`src/rtl/npu_seq_pkg.sv`:
```
// npu_seq_pkg
//   Shared types and defaults for the NPU layer sequencer.
//   - seq_state_e    : sequencer FSM states
//   - *_DEF          : default layer geometry and timeout
//   - WDOG_W         : watchdog counter width
package npu_seq_pkg;

   typedef enum logic [3:0] {
      IDLE,
      C1_RUN,
      C2_TRIG,
      C2_RUN,
      FC_START,
      FC_RD,
      FC_LD,
      FC_WAIT,
      FC_FIN
   } seq_state_e;

   localparam int unsigned C1_PIXELS_DEF   = 182;
   localparam int unsigned C2_PIXELS_DEF   = 132;
   localparam int unsigned CHAN_DEF        = 10;
   localparam int unsigned FC1_WORDS_DEF   = 330;
   localparam int unsigned WBUF_AW_DEF     = 9;
   localparam int unsigned TIMEOUT_CYC_DEF = 4096;

   localparam int unsigned WDOG_W = 16;

endpackage

```
`src/rtl/npu_layer_sequencer_if.sv`:
```
// npu_layer_sequencer_if
//   Bundles every sequencer signal except clock and reset.
//   Host side   : start, abort, busy, done, result, err_timeout
//   Conv engine : conv_trigger, conv_clear, conv_layer, ch_idx, conv_valid
//   Psum buffer : sum_clear
//   FC engine   : fcn_start, fcn_fc1_next, fcn_fc1_valid, fcn_done, fcn_logit, w_stream
//   Weight buf  : wbuf_re, wbuf_raddr, wbuf_rdata
//   master = sequencer, slave = surrounding datapath / host.
interface npu_layer_sequencer_if #(
   parameter int unsigned WBUF_AW = 9
) ();

   logic               start;
   logic               abort;
   logic               conv_trigger;
   logic               conv_clear;
   logic               conv_layer;
   logic [3:0]         ch_idx;
   logic               conv_valid;
   logic               sum_clear;
   logic               fcn_start;
   logic               fcn_fc1_next;
   logic               fcn_fc1_valid;
   logic               fcn_done;
   logic [23:0]        fcn_logit;
   logic               wbuf_re;
   logic [WBUF_AW-1:0] wbuf_raddr;
   logic [31:0]        wbuf_rdata;
   logic [31:0]        w_stream;
   logic               busy;
   logic               done;
   logic [23:0]        result;
   logic               err_timeout;

   modport master (
      input  start, abort, conv_valid, fcn_fc1_valid, fcn_done, fcn_logit, wbuf_rdata,
      output conv_trigger, conv_clear, conv_layer, ch_idx, sum_clear, fcn_start,
             fcn_fc1_next, wbuf_re, wbuf_raddr, w_stream, busy, done, result, err_timeout
   );

   modport slave (
      output start, abort, conv_valid, fcn_fc1_valid, fcn_done, fcn_logit, wbuf_rdata,
      input  conv_trigger, conv_clear, conv_layer, ch_idx, sum_clear, fcn_start,
             fcn_fc1_next, wbuf_re, wbuf_raddr, w_stream, busy, done, result, err_timeout
   );

endinterface

```
`src/rtl/npu_seq_watchdog.sv`:
```
// npu_seq_watchdog
//   Per-state cycle counter with a loadable limit.
//   clk, rst_ni : clock, async active-low reset
//   i_en        : counting enabled (sequencer not idle)
//   i_clear     : restart count (state change)
//   i_kick      : restart count (progress strobe)
//   i_limit     : number of cycles a state may last
//   o_expired   : high in the last allowed cycle
module npu_seq_watchdog #(
   parameter int unsigned W = 16
) (
   input  logic         clk,
   input  logic         rst_ni,
   input  logic         i_en,
   input  logic         i_clear,
   input  logic         i_kick,
   input  logic [W-1:0] i_limit,
   output logic         o_expired
);

   logic [W-1:0] r_cnt;

   assign o_expired = i_en && (r_cnt == (i_limit - W'(1)));

   always_ff @(posedge clk or negedge rst_ni) begin
      if (!rst_ni) begin
         r_cnt <= '0;
      end else if (i_clear || i_kick || !i_en) begin
         r_cnt <= '0;
      end else if (!o_expired) begin
         r_cnt <= r_cnt + W'(1);
      end
   end

endmodule

```
`src/rtl/npu_layer_sequencer.sv`:
```
// npu_layer_sequencer
//   Runs conv1 once, conv2 once per channel, then streams FC1 weight words from the
//   weight buffer into the FC engine and captures the final logit.
//   clk, rst_ni : clock, async active-low reset
//   bus         : npu_layer_sequencer_if.master (host, conv, psum, FC, weight buffer)
module npu_layer_sequencer
   import npu_seq_pkg::*;
#(
   parameter int unsigned C1_PIXELS   = C1_PIXELS_DEF,
   parameter int unsigned C2_PIXELS   = C2_PIXELS_DEF,
   parameter int unsigned CHAN        = CHAN_DEF,
   parameter int unsigned FC1_WORDS   = FC1_WORDS_DEF,
   parameter int unsigned WBUF_AW     = WBUF_AW_DEF,
   parameter int unsigned TIMEOUT_CYC = TIMEOUT_CYC_DEF
) (
   input logic                   clk,
   input logic                   rst_ni,
   npu_layer_sequencer_if.master bus
);

   if ((FC1_WORDS > (2 ** WBUF_AW)) || (FC1_WORDS < 1) || (C1_PIXELS > 256) ||
       (C1_PIXELS < 1) || (C2_PIXELS > 256) || (C2_PIXELS < 1) || (CHAN > 16) ||
       (CHAN < 1) || (TIMEOUT_CYC < 2) || (TIMEOUT_CYC >= (2 ** WDOG_W))) begin : g_param_chk
      $error("npu_layer_sequencer: parameter out of range");
   end

   localparam logic [7:0]         C1_LAST    = 8'(C1_PIXELS - 1);
   localparam logic [7:0]         C2_LAST    = 8'(C2_PIXELS - 1);
   localparam logic [3:0]         CH_LAST    = 4'(CHAN - 1);
   localparam logic [WBUF_AW-1:0] K_LAST     = WBUF_AW'(FC1_WORDS - 1);
   localparam logic [WDOG_W-1:0]  WDOG_LIMIT = WDOG_W'(TIMEOUT_CYC);

   seq_state_e         r_state, w_state_nxt;
   logic [7:0]         r_pix, w_pix_nxt;
   logic [3:0]         r_ch, w_ch_nxt;
   logic [WBUF_AW-1:0] r_k, w_k_nxt;
   logic [31:0]        r_w_stream, w_w_stream_nxt;
   logic [23:0]        r_result, w_result_nxt;
   logic               r_layer, w_layer_nxt;
   logic               r_err, w_err_nxt;
   logic               r_trig, w_trig_nxt;
   logic               r_clr, w_clr_nxt;
   logic               r_sclr, w_sclr_nxt;
   logic               r_fst, w_fst_nxt;
   logic               r_next, w_next_nxt;
   logic               r_done, w_done_nxt;

   logic               w_active;
   logic               w_in_run;
   logic               w_expired;

   assign w_active = (r_state != IDLE);
   assign w_in_run = (r_state == C1_RUN) || (r_state == C2_RUN);

   npu_seq_watchdog #(
      .W (WDOG_W)
   ) u_watchdog (
      .clk       (clk),
      .rst_ni    (rst_ni),
      .i_en      (w_active),
      .i_clear   (w_state_nxt != r_state),
      .i_kick    (w_in_run && bus.conv_valid),
      .i_limit   (WDOG_LIMIT),
      .o_expired (w_expired)
   );

   always_comb begin
      w_state_nxt    = r_state;
      w_pix_nxt      = r_pix;
      w_ch_nxt       = r_ch;
      w_k_nxt        = r_k;
      w_w_stream_nxt = r_w_stream;
      w_result_nxt   = r_result;
      w_layer_nxt    = r_layer;
      w_err_nxt      = r_err;
      w_trig_nxt     = 1'b0;
      w_clr_nxt      = 1'b0;
      w_sclr_nxt     = 1'b0;
      w_fst_nxt      = 1'b0;
      w_next_nxt     = 1'b0;
      w_done_nxt     = 1'b0;

      // Abort beats everything, then the watchdog, then normal progress.
      if (w_active && bus.abort) begin
         w_state_nxt = IDLE;
         w_clr_nxt   = 1'b1;
      end else if (w_expired) begin
         w_state_nxt = IDLE;
         w_clr_nxt   = 1'b1;
         w_err_nxt   = 1'b1;
      end else begin
         unique case (r_state)
            IDLE: begin
               if (bus.start) begin
                  w_state_nxt = C1_RUN;
                  w_trig_nxt  = 1'b1;
                  w_layer_nxt = 1'b0;
                  w_pix_nxt   = '0;
                  w_err_nxt   = 1'b0;
               end
            end
            C1_RUN: begin
               if (bus.conv_valid) begin
                  if (r_pix == C1_LAST) begin
                     w_state_nxt = C2_TRIG;
                     w_clr_nxt   = 1'b1;
                     w_layer_nxt = 1'b1;
                     w_sclr_nxt  = 1'b1;
                     w_ch_nxt    = '0;
                  end else begin
                     w_pix_nxt = r_pix + 8'd1;
                  end
               end
            end
            C2_TRIG: begin
               w_state_nxt = C2_RUN;
               w_trig_nxt  = 1'b1;
               w_pix_nxt   = '0;
            end
            C2_RUN: begin
               if (bus.conv_valid) begin
                  if (r_pix == C2_LAST) begin
                     w_clr_nxt = 1'b1;
                     if (r_ch == CH_LAST) begin
                        w_state_nxt = FC_START;
                     end else begin
                        w_ch_nxt    = r_ch + 4'd1;
                        w_state_nxt = C2_TRIG;
                     end
                  end else begin
                     w_pix_nxt = r_pix + 8'd1;
                  end
               end
            end
            FC_START: begin
               w_state_nxt = FC_RD;
               w_fst_nxt   = 1'b1;
               w_k_nxt     = '0;
            end
            FC_RD: begin
               w_state_nxt = FC_LD;
            end
            FC_LD: begin
               // Read data returns one cycle after wbuf_re, i.e. now.
               w_state_nxt    = FC_WAIT;
               w_w_stream_nxt = bus.wbuf_rdata;
            end
            FC_WAIT: begin
               if (bus.fcn_fc1_valid) begin
                  w_next_nxt = 1'b1;
                  if (r_k == K_LAST) begin
                     w_state_nxt = FC_FIN;
                  end else begin
                     w_k_nxt     = r_k + WBUF_AW'(1);
                     w_state_nxt = FC_RD;
                  end
               end
            end
            FC_FIN: begin
               if (bus.fcn_done) begin
                  w_state_nxt  = IDLE;
                  w_result_nxt = bus.fcn_logit;
                  w_done_nxt   = 1'b1;
               end
            end
            default: begin
               w_state_nxt = IDLE;
            end
         endcase
      end
   end

   always_ff @(posedge clk or negedge rst_ni) begin
      if (!rst_ni) begin
         r_state    <= IDLE;
         r_pix      <= '0;
         r_ch       <= '0;
         r_k        <= '0;
         r_w_stream <= '0;
         r_result   <= '0;
         r_layer    <= 1'b0;
         r_err      <= 1'b0;
         r_trig     <= 1'b0;
         r_clr      <= 1'b0;
         r_sclr     <= 1'b0;
         r_fst      <= 1'b0;
         r_next     <= 1'b0;
         r_done     <= 1'b0;
      end else begin
         r_state    <= w_state_nxt;
         r_pix      <= w_pix_nxt;
         r_ch       <= w_ch_nxt;
         r_k        <= w_k_nxt;
         r_w_stream <= w_w_stream_nxt;
         r_result   <= w_result_nxt;
         r_layer    <= w_layer_nxt;
         r_err      <= w_err_nxt;
         r_trig     <= w_trig_nxt;
         r_clr      <= w_clr_nxt;
         r_sclr     <= w_sclr_nxt;
         r_fst      <= w_fst_nxt;
         r_next     <= w_next_nxt;
         r_done     <= w_done_nxt;
      end
   end

   assign bus.conv_trigger = r_trig;
   assign bus.conv_clear   = r_clr;
   assign bus.conv_layer   = r_layer;
   assign bus.ch_idx       = r_ch;
   assign bus.sum_clear    = r_sclr;
   assign bus.fcn_start    = r_fst;
   assign bus.fcn_fc1_next = r_next;
   assign bus.wbuf_re      = (r_state == FC_RD);
   assign bus.wbuf_raddr   = r_k;
   assign bus.w_stream     = r_w_stream;
   assign bus.busy         = w_active;
   assign bus.done         = r_done;
   assign bus.result       = r_result;
   assign bus.err_timeout  = r_err;

endmodule

```
`src/flat_wrapper.sv`:
```
// flat-port wrapper written by rule: the top's interface ports become plain ports
module npu_layer_sequencer_flat import npu_seq_pkg::*;
#(
   parameter int unsigned C1_PIXELS   = C1_PIXELS_DEF,
   parameter int unsigned C2_PIXELS   = C2_PIXELS_DEF,
   parameter int unsigned CHAN        = CHAN_DEF,
   parameter int unsigned FC1_WORDS   = FC1_WORDS_DEF,
   parameter int unsigned WBUF_AW     = WBUF_AW_DEF,
   parameter int unsigned TIMEOUT_CYC = TIMEOUT_CYC_DEF
)
  (clk, rst_ni, bus_start, bus_abort, bus_conv_valid, bus_fcn_fc1_valid, bus_fcn_done, bus_fcn_logit, bus_wbuf_rdata, bus_conv_trigger, bus_conv_clear, bus_conv_layer, bus_ch_idx, bus_sum_clear, bus_fcn_start, bus_fcn_fc1_next, bus_wbuf_re, bus_wbuf_raddr, bus_w_stream, bus_busy, bus_done, bus_result, bus_err_timeout);
  npu_layer_sequencer_if #(.WBUF_AW(WBUF_AW)) bus_i ();
  input logic clk;
  input logic rst_ni;
  input wire logic [$bits(bus_i.start)-1:0] bus_start;
  input wire logic [$bits(bus_i.abort)-1:0] bus_abort;
  input wire logic [$bits(bus_i.conv_valid)-1:0] bus_conv_valid;
  input wire logic [$bits(bus_i.fcn_fc1_valid)-1:0] bus_fcn_fc1_valid;
  input wire logic [$bits(bus_i.fcn_done)-1:0] bus_fcn_done;
  input wire logic [$bits(bus_i.fcn_logit)-1:0] bus_fcn_logit;
  input wire logic [$bits(bus_i.wbuf_rdata)-1:0] bus_wbuf_rdata;
  output wire logic [$bits(bus_i.conv_trigger)-1:0] bus_conv_trigger;
  output wire logic [$bits(bus_i.conv_clear)-1:0] bus_conv_clear;
  output wire logic [$bits(bus_i.conv_layer)-1:0] bus_conv_layer;
  output wire logic [$bits(bus_i.ch_idx)-1:0] bus_ch_idx;
  output wire logic [$bits(bus_i.sum_clear)-1:0] bus_sum_clear;
  output wire logic [$bits(bus_i.fcn_start)-1:0] bus_fcn_start;
  output wire logic [$bits(bus_i.fcn_fc1_next)-1:0] bus_fcn_fc1_next;
  output wire logic [$bits(bus_i.wbuf_re)-1:0] bus_wbuf_re;
  output wire logic [$bits(bus_i.wbuf_raddr)-1:0] bus_wbuf_raddr;
  output wire logic [$bits(bus_i.w_stream)-1:0] bus_w_stream;
  output wire logic [$bits(bus_i.busy)-1:0] bus_busy;
  output wire logic [$bits(bus_i.done)-1:0] bus_done;
  output wire logic [$bits(bus_i.result)-1:0] bus_result;
  output wire logic [$bits(bus_i.err_timeout)-1:0] bus_err_timeout;
  assign bus_i.start = bus_start;
  assign bus_i.abort = bus_abort;
  assign bus_i.conv_valid = bus_conv_valid;
  assign bus_i.fcn_fc1_valid = bus_fcn_fc1_valid;
  assign bus_i.fcn_done = bus_fcn_done;
  assign bus_i.fcn_logit = bus_fcn_logit;
  assign bus_i.wbuf_rdata = bus_wbuf_rdata;
  assign bus_conv_trigger = bus_i.conv_trigger;
  assign bus_conv_clear = bus_i.conv_clear;
  assign bus_conv_layer = bus_i.conv_layer;
  assign bus_ch_idx = bus_i.ch_idx;
  assign bus_sum_clear = bus_i.sum_clear;
  assign bus_fcn_start = bus_i.fcn_start;
  assign bus_fcn_fc1_next = bus_i.fcn_fc1_next;
  assign bus_wbuf_re = bus_i.wbuf_re;
  assign bus_wbuf_raddr = bus_i.wbuf_raddr;
  assign bus_w_stream = bus_i.w_stream;
  assign bus_busy = bus_i.busy;
  assign bus_done = bus_i.done;
  assign bus_result = bus_i.result;
  assign bus_err_timeout = bus_i.err_timeout;
  npu_layer_sequencer #(.C1_PIXELS(C1_PIXELS), .C2_PIXELS(C2_PIXELS), .CHAN(CHAN), .FC1_WORDS(FC1_WORDS), .WBUF_AW(WBUF_AW), .TIMEOUT_CYC(TIMEOUT_CYC)) u_core (.clk(clk), .rst_ni(rst_ni), .bus(bus_i));
endmodule
```
`config.mk`:
```
export PLATFORM = sky130hd
export DESIGN_NAME = npu_layer_sequencer_flat
export DESIGN_NICKNAME = d
export VERILOG_FILES = /design/src/rtl/npu_seq_pkg.sv /design/src/rtl/npu_layer_sequencer_if.sv /design/src/rtl/npu_seq_watchdog.sv /design/src/rtl/npu_layer_sequencer.sv /design/src/flat_wrapper.sv
export SDC_FILE = /design/constraint.sdc
export NUM_CORES = 1
export LEC_CHECK = 0
export CAP_MARGIN = 25
export CORE_AREA = 2 2 84 146
export CTS_CLUSTER_SIZE = 12
export DETAILED_ROUTE_END_ITERATION = 8
export DIE_AREA = 0 0 86 148
export PLACE_DENSITY = 0.83
export SLEW_MARGIN = 20
export SYNTH_ARGS = -nofsm -noshare
export SYNTH_HDL_FRONTEND = slang
export SYNTH_SLANG_ARGS = --single-unit
```
`constraint.sdc`:
```
create_clock -name clk -period 3.2 [get_ports clk]
set_clock_uncertainty 0.15 [all_clocks]
set_input_delay 0.64 -clock clk [delete_from_list [all_inputs] [get_ports clk]]
set_output_delay 0.64 -clock clk [all_outputs]
set_load 0.05 [all_outputs]
```
Word level (Yosys, flattened, before mapping)
Index checks and enable logic that the tools add are counted.
- output and inout bits: 79
- logic and storage cells: 128
- register bits after elaboration: 105
- equality and inequality tests: 25
- reduce and logical (&&, ||, !) cells: 22
- multiplexer cells: 60
- add/subtract/negate cells: 4
- bitwise gates (word level): 2
- operators by type and width (operator ; count):
    $mux W4 ; 15
    $mux W8 ; 5
    $pmux W4 S9 ; 1
    $mux W16 ; 2
    $pmux W8 S4 ; 1
    $mux W1 ; 28
    $ne A2 B2 Y1 const B ; 10
    $mux W9 ; 2
    $pmux W9 S2 ; 1
    $add A16 B1 Y16 const B ; 1
    $eq A16 B12 Y1 const B ; 1
    $eq A4 B3 Y1 const B ; 4
    $eq A8 B8 Y1 const B ; 2
    $reduce_and A8 Y1 ; 2
    $reduce_bool A2 Y1 ; 5
    $add A9 B1 Y9 const B ; 1
    $eq A9 B9 Y1 const B ; 1
    $add A8 B1 Y8 const B ; 1
    $eq A4 B2 Y1 const B ; 2
    $eq A4 B4 Y1 const B ; 2
    $pmux W4 S2 ; 1
    $reduce_bool A4 Y1 ; 2
    $pmux W1 S2 ; 3
    $reduce_and A3 Y1 ; 2
    other kinds (13) ; 18

Depth between registers and ports, before layout
- depth after elaboration: 11
- gate-level depth with buffers: 9
- gate-level depth less buffers: 8

Cells and area by module
From an unflattened synthesis, not the netlist that was laid out.
- cells, all modules: 522
- area total of the unflattened synthesis: 5582.9 um2
- modules (own cells, without submodules) (module ; area each (um2) ; instances ; sequential area each (um2) ; cells an instance):
    npu_layer_sequencer ; 4115.2 ; 1 ; 2227.1 ; 343
    npu_seq_watchdog ; 1467.7 ; 1 ; 400.4 ; 179

Least setup slack after synthesis
No wires, ideal clock.
- kind: flip-flop to output port
- from: reg u_core.r_state[0]
- to: out bus_wbuf_re
- data arrival time: 1986 ps
- data required time: 2410 ps
- stages on the path, launching flop included: 5
- buffers on the path: 2
- setup slack: 424 ps
- cells stage by stage: dfrtp_1 -> buf_4 -> clkbuf_1 -> inv_1 -> nor3_1
- cells in the longest elaborated chain, start to end: 1
- ends and longest elaborated chain (what ; line ; RTL):
    start, declared ; npu_layer_sequencer.sv:33 ; seq_state_e r_state, w_state_nxt;
    start signal, assigned ; npu_layer_sequencer.sv:190 ; r_state <= w_state_nxt;
    $eq A4 B3 Y1 ; npu_layer_sequencer.sv:214 ; assign bus.wbuf_re = (r_state == FC_RD);
    end, declared ; flat_wrapper.sv:29 ; output wire logic [$bits(bus_i.wbuf_re)-1:0] bus_wbuf_re;
Every way passes these cells.

Worst setup path in the final report
- from: reg u_core.r_state[1]
- to: out bus_busy
- cells in the longest elaborated chain, start to end: 1
- ends and longest elaborated chain (what ; line ; RTL):
    $reduce_bool A4 Y1 ; npu_layer_sequencer.sv:52 ; assign w_active = (r_state != IDLE);
    end, declared ; flat_wrapper.sv:32 ; output wire logic [$bits(bus_i.busy)-1:0] bus_busy;
Every way passes these cells.

==> qor.csv <==
stage,metric,value,unit
timing,tns,0,ns
placed_design,dpl.hpwl,9.36,mm
layout,final_core_util,0.612,
clock_tree,cts_hold_buf,0,
power,leakage,3.03,nW
layout,n_antenna_cell,0,
drt,ant_nets,0,
clock_tree,clk_path_buf_depth,2,
worst_setup_path,worst_setup_path_start_kind,flop,
floorplanning,boundaryPins,142,
outcome,status,"complete, no violations",
grt,overflow,0,
worst_setup_path,critPathKind,flop to output port,
timing,maxSlewHeadroom,0.489,
timing,period_minus_slack,2.98,ns
synthesis,synth_edf_count,0,
drt,routed_wl,12.4,mm
grt,first_global_vias,4143,
worst_setup_path,cp-end-kind,output port,
grt,grt_max_degree,55,
grt,grt_use_total,0.194,
worst_setup_path,arrival,2.19,ns
timing,hold_viol_final,0,
flow_run,drv_cap,0,
grt,grt_pass1_wl,19.6,mm
layout,drive_gt1_frac,0.203,
synthesis,yosysSeqAreaShare,0.520,
grt,antenna_found_initial,0,
worst_setup_path,critPathRequiredTime,2.41,ns
timing,clock.fmax,336,MHz
drt,vias_per_cell,5.51,
power,p_total,3.41,mW
drt,dr.pass1.iters,4,
synthesis,syn_inst,435,
clock_tree,clkTransAtPathRegs,0.07,ns
timing,period_share,0.930,
synthesis,synthesis.nets,505,
clock_tree,cts_tree,built,
synthesis,synth-seq-cells,105,
synthesis,synth.avg_cell_area,11.6,µm²
timing,timing.hold.ws,0.205,ns
floorplanning,design.die.area,0.0127,mm²
drt,vias,4030,
power,peakVddDrop,0.298,mV
drt,wl_per_cell,16.9,µm
worst_setup_path,slowest_stage,clkdlybuf4s50_1,
hold_path,hold_path.class,input port to asynchronous set/reset pin,
placed_design,port_buffers,141,
layout,syn2layout_area_growth,39.6,%
clock_tree,cts-htree-levels,3,
floorplanning,start_util,0.439,
clock_tree,cts_buffers,9,
layout,nets,661,
worst_setup_path,cp_cell_sequence,nor4_4 -> inv_1 -> clkdlybuf4s50_1,
synthesis,ys_warn_count,0,
worst_setup_path,crit_path_max_fanout,21,
drt,drc,0,
floorplanning,rows,52,
drt,drt-initial-drc-count,233,
synthesis,synth_cell_types,58,
layout,nFillCells,940,
clock_tree,clkLatencyLatePin,0.34,ns
clock_tree,clockRootBuffer,clkbuf_16,
synthesis,async_reset_ff_frac,1.00,
synthesis,syn_area,0.00505,mm²
floorplanning,die_w,86,µm
timing,rsz0062_at_grt,no,
floorplanning,core,0.0115,mm²
placed_design,place_congestion,0.966,
synthesis,ys.flop_type,dfrtp_1,
floorplanning,die_y,148,µm
timing,setup_viol,0,
timing,drv_slew,0,
power,power_density,484,mW/mm²
clock_tree,clock-sinks,105,
worst_setup_path,slowest_delay,0.82,ns
timing,tightest_slew,0.767,ns
-- through the flow --
stage / std cells / setup slack [ns] / cell area [µm²]
6_report: 731 / 0.224 / 7050
3_3_place_gp: 713 / 0.0663 / 6710
2_1_floorplan: 435 / 0.424 / 5050
3_5_place_dp: 713 / -0.128 / 6710
4_1_cts: 729 / 0.105 / 7020
5_1_grt: 731 / 0.0996 / 7050
-- synthesized netlist by cell type (3+ instances only) --
master / count / area (µm²)
nand3_1: 12 / 60.1
ha_1: 7 / 87.6
xor2_1: 8 / 70.1
mux2i_1: 3 / 30.0
and3_1: 3 / 18.8
nand2b_1: 4 / 25.0
nand2_1: 23 / 86.3
nor4_2: 10 / 125
nor3_1: 14 / 70.1
mux2_2: 56 / 631
nor4_1: 10 / 62.6
o21ai_0: 13 / 65.1
buf_2: 6 / 30.0
o31ai_1: 5 / 37.5
inv_1: 12 / 45.0
o211ai_1: 5 / 37.5
nand4_1: 8 / 50.1
or2_2: 3 / 18.8
o41ai_1: 3 / 26.3
xnor2_1: 16 / 140
clkbuf_1: 8 / 30.0
dfrtp_1: 105 / 2630
a21oi_1: 10 / 50.1
nor2_1: 46 / 173
or3_1: 3 / 18.8
-- per-layer routing --
layer / share of wire / GRT usage
met1: 0.36 / 0.199
met2: 0.57 / 0.370
met3: 0.051 / 0.0369
met4: 0.028 / 0.0817
met5: 0 / 0
-- where the power goes --
group | internal, mW | leakage, nW | switching, mW
clock network | 0.638 | 0.151 | 0.487
registers | 1.36 | 1.45 | 0.0740
logic | 0.334 | 1.43 | 0.516
-- final timing paths --
check,start,end,slack (ns),cells past startpoint
setup / recovery,u_core.r_state[1],bus_busy,0.22,3
hold / removal,rst_ni,u_core.bus.result[18],0.21,1
setup reg to reg,u_core.r_pix[0],u_core.u_watchdog.r_cnt[11],0.24,8
hold reg to reg,u_core.bus.w_stream[15],u_core.bus.w_stream[15],0.35,1
max in group asynchronous,rst_ni,u_core.bus.result[4],2.03,2
min in group clk,u_core.bus.w_stream[15],u_core.bus.w_stream[15],0.35,1
-- sequential cells by signal (all words and copies together) (netlist names), 4 cells and up --
| register | flops |
|---|---|
| u_core.bus.ch_idx | 4 |
| u_core.bus.result | 24 |
| u_core.bus.w_stream | 32 |
| u_core.bus.wbuf_raddr | 9 |
| u_core.r_pix | 8 |
| u_core.r_state | 4 |
| u_core.u_watchdog.r_cnt | 16 |
-- critical path: cells and delay by family (launching register included) --
family / cells / cell delay [ns]
AND/OR/NAND/NOR: 1 / 0.08
flip-flops: 1 / 0.81
buffers and inverters: 2 / 0.95
-- repair_timing --
action                                  in CTS  in global routing
setup buffers                                0                  1
resized for setup                            0                  0
endpoints found under the setup margin       0                  4
-- cells by family after synthesis --
| group | after synthesis | synth area share |
|---|---|---|
| multiplexers | 59 | 0.131 |
| adder cells (fa/ha/maj) | 7 | 0.0173 |
| buffers and inverters | 29 | 0.0260 |
| XOR/XNOR | 25 | 0.0448 |
| flip-flops | 105 | 0.520 |
| AO/OA/AOI/OAI | 53 | 0.0795 |
| AND/OR/NAND/NOR | 157 | 0.181 |
-- cells in the final DEF (no fill, tap or decap), drive strengths merged, types with 5 or more instances in the layout --
master           n
clkdlybuf4s50  139
dfrtp          105
xor2             8
ha               7
nor4            22
nor2            46
a21oi           10
o21ai           13
xnor2           17
nand4            9
o211ai           5
nand2           23
clkbuf          10
buf             23
mux2            56
or3              5
nand3           12
o31ai            5
nor3            14
inv             15
-- layout make-up --
type	instances	area, µm²	area share
Clock inverter	6	71.3	0.0101
Tap cell	135	169	0.0240
Inverter	12	45.0	0.00639
Clock buffer	10	239	0.0339
Multi-Input combinational cell	301	2290	0.325
Timing Repair Buffer	162	1610	0.228
Sequential cell	105	2630	0.373
(Power assumes the default switching activity.)
==> RTL edit: new RTL, config.mk and constraints unchanged <==
Take the reset off `r_result` and load it in a clocked block of its own.
--- a/src/rtl/npu_layer_sequencer.sv
+++ b/src/rtl/npu_layer_sequencer.sv
@@ -178,5 +178,4 @@
          r_k        <= '0;
          r_w_stream <= '0;
-         r_result   <= '0;
          r_layer    <= 1'b0;
          r_err      <= 1'b0;
@@ -193,5 +192,4 @@
          r_k        <= w_k_nxt;
          r_w_stream <= w_w_stream_nxt;
-         r_result   <= w_result_nxt;
          r_layer    <= w_layer_nxt;
          r_err      <= w_err_nxt;
@@ -203,4 +201,8 @@
          r_done     <= w_done_nxt;
       end
+   end
+
+   always_ff @(posedge clk) begin
+      r_result <= w_result_nxt;
    end
 
Function: no difference found for any inputs over 4 cycles, from zero or initial values and one cycle with rst_ni low; that may be too few to reach the edited logic, so the function may still have changed.
==> RTL edit against the unedited design <==
- cell area shrank 3.0%
- global-route usage grew 1.4 points
- sequential cell count is the same
- area after synthesis shrank 3.5%
- critical path depth grew 1
- sequential share of layout area grew 2.9 points
- setup slack gained 89 ps
- register-to-register slack gained 310 ps
- total power grew 2.5%
- routed wire length grew 6.1%
- first-iteration DRC count shrank 6.0%
- largest power group unchanged
==> RTL edit: results <==
metrics = {
    "status": {
        "outcome": "finished, final reports clean",
    },
    "worst_setup_path": {
        "crit_path_top_delay_cell": "clkdlybuf4s50_1",
        "max_stage_delay_ps": 710,
        "critPathTopFamily": "buffers and inverters",
        "crit_fanout": 5,
        "crit_arrival_ps": 2100,
    },
    "logic_synthesis": {
        "syn_nets": 480,
        "ys_seq_area_frac": 0.564,
        "synth_mux_area_frac": 0.0847,
        "yosysWarnings": 0,
        "synth_compound_area_frac": 0.0706,
        "synth_xor_area_frac": 0.0449,
        "synthAdderAreaFrac": 0.0180,
        "yosysUniqueCellTypes": 61,
        "synthTopCellsByArea": "dfrtp_1 42%, edfxtp_1 15%, mux2_2 7.6%",
        "synth_edf_count": 24,
        "yosys-top-cells-count": "81 x dfrtp_1, 42 x nor2_1, 33 x mux2_2",
        "async_reset_ff_frac": 0.771,
    },
    "clocking": {
        "clockBufferDepth": 2,
        "cts_made_buffers": 9,
        "h-tree-depth": 3,
        "clock_latency_ps": 360,
        "root_buffer": "clkbuf_16",
    },
    "sta": {
        "slew_headroom": 0.508,
        "setup_tns_ps": 0,
    },
    "routing": {
        "firstDrtPassIters": 5,
        "wl_per_cell_um": 18.6,
        "dr.first_iter.drc_count": 219,
        "vias": 3912,
    },
    "place": {
        "place.gp.congestion": 0.902,
        "place_hpwl_um": 9880,
    },
    "final_layout": {
        "final_net_count": 636,
        "drive_gt1_frac": 0.154,
    },
    "global_routing": {
        "grt_pass1_vias": 3947,
        "grt.total_usage": 0.208,
        "grt_pass1_wl_um": 20300,
        "grt_max_degree": 82,
    },
    "power": {
        "p_sw_frac": 0.336,
        "p_leak_uw": 0.00278,
        "max-vdd-ir-drop_uv": 271,
    },
}
-- RTL edit: worst paths after layout --
path / start / endpoint / slack, ps / depth (start not counted)
max in group asynchronous: rst_ni / u_core.u_watchdog.r_cnt[4]$_DFFE_PN0P_ / 2230 / 1
min in group clk: u_core.bus.w_stream[19]$_DFFE_PN0P_ / u_core.bus.w_stream[19]$_DFFE_PN0P_ / 360 / 1
worst max register to register: u_core.r_pix[0]$_DFFE_PN0P_ / u_core.bus.ch_idx[1]$_DFFE_PN0P_ / 550 / 7
worst min-delay path: rst_ni / u_core.r_pix[3]$_DFFE_PN0P_ / 140 / 1
worst max-delay path: u_core.r_state[1]$_DFF_PN0_ / bus_busy / 310 / 4
worst min register to register: u_core.bus.w_stream[19]$_DFFE_PN0P_ / u_core.bus.w_stream[19]$_DFFE_PN0P_ / 360 / 1
-- RTL edit: cells by family after synthesis --
group	Yosys count
XOR/XNOR	25
adder cells (fa/ha/maj)	7
buffers and inverters	20
multiplexers	37
AO/OA/AOI/OAI	46
flip-flops	105
AND/OR/NAND/NOR	170
-- RTL edit: power by group through the flow --
stage / logic, uW / registers [uW] / clock network, uW
after floorplan: 603 / 1510 / 0
after global placement: 950 / 1480 / 0
after detailed placement: 976 / 1490 / 0
after CTS: 985 / 1460 / 1050
after global routing: 1070 / 1470 / 1110
final: 993 / 1460 / 1040
-- RTL edit: metal layers --
layer	track usage	vias up	routed length, um
met5	0	-	0
met4	0.102	0	521
met3	0.0458	36	757
met2	0.395	158	7360
met1	0.204	1917	4470
li1	-	1801	-
-- RTL edit: final cells by class --
type / count / area (um2)
multi-input cells: 285 / 2040
well taps: 135 / 169
inverters: 7 / 26.3
clock inverters: 7 / 52.6
flip-flops and latches: 105 / 2750
fillers: 893 / 4680
clock buffers: 9 / 225
repair buffers: 158 / 1580
-- RTL edit: timing repair --
action | in CTS | in global routing
resized for setup | 0 | 1
endpoints found under the setup margin | 0 | 1
setup buffers | 0 | 0
-- RTL edit: stage by stage --
step           setup slack, ps  instances  hold slack (ps)  total power, uW  area, um2
6_report                   313        706              140             3500       6840
5_1_grt                    257        706              232             3650       6840
4_1_cts                    136        706              354             3490       6830
3_5_place_dp               264        690              344             2470       6550
3_3_place_gp               334        690              338             2430       6550
2_1_floorplan              367        410              194             2120       4890
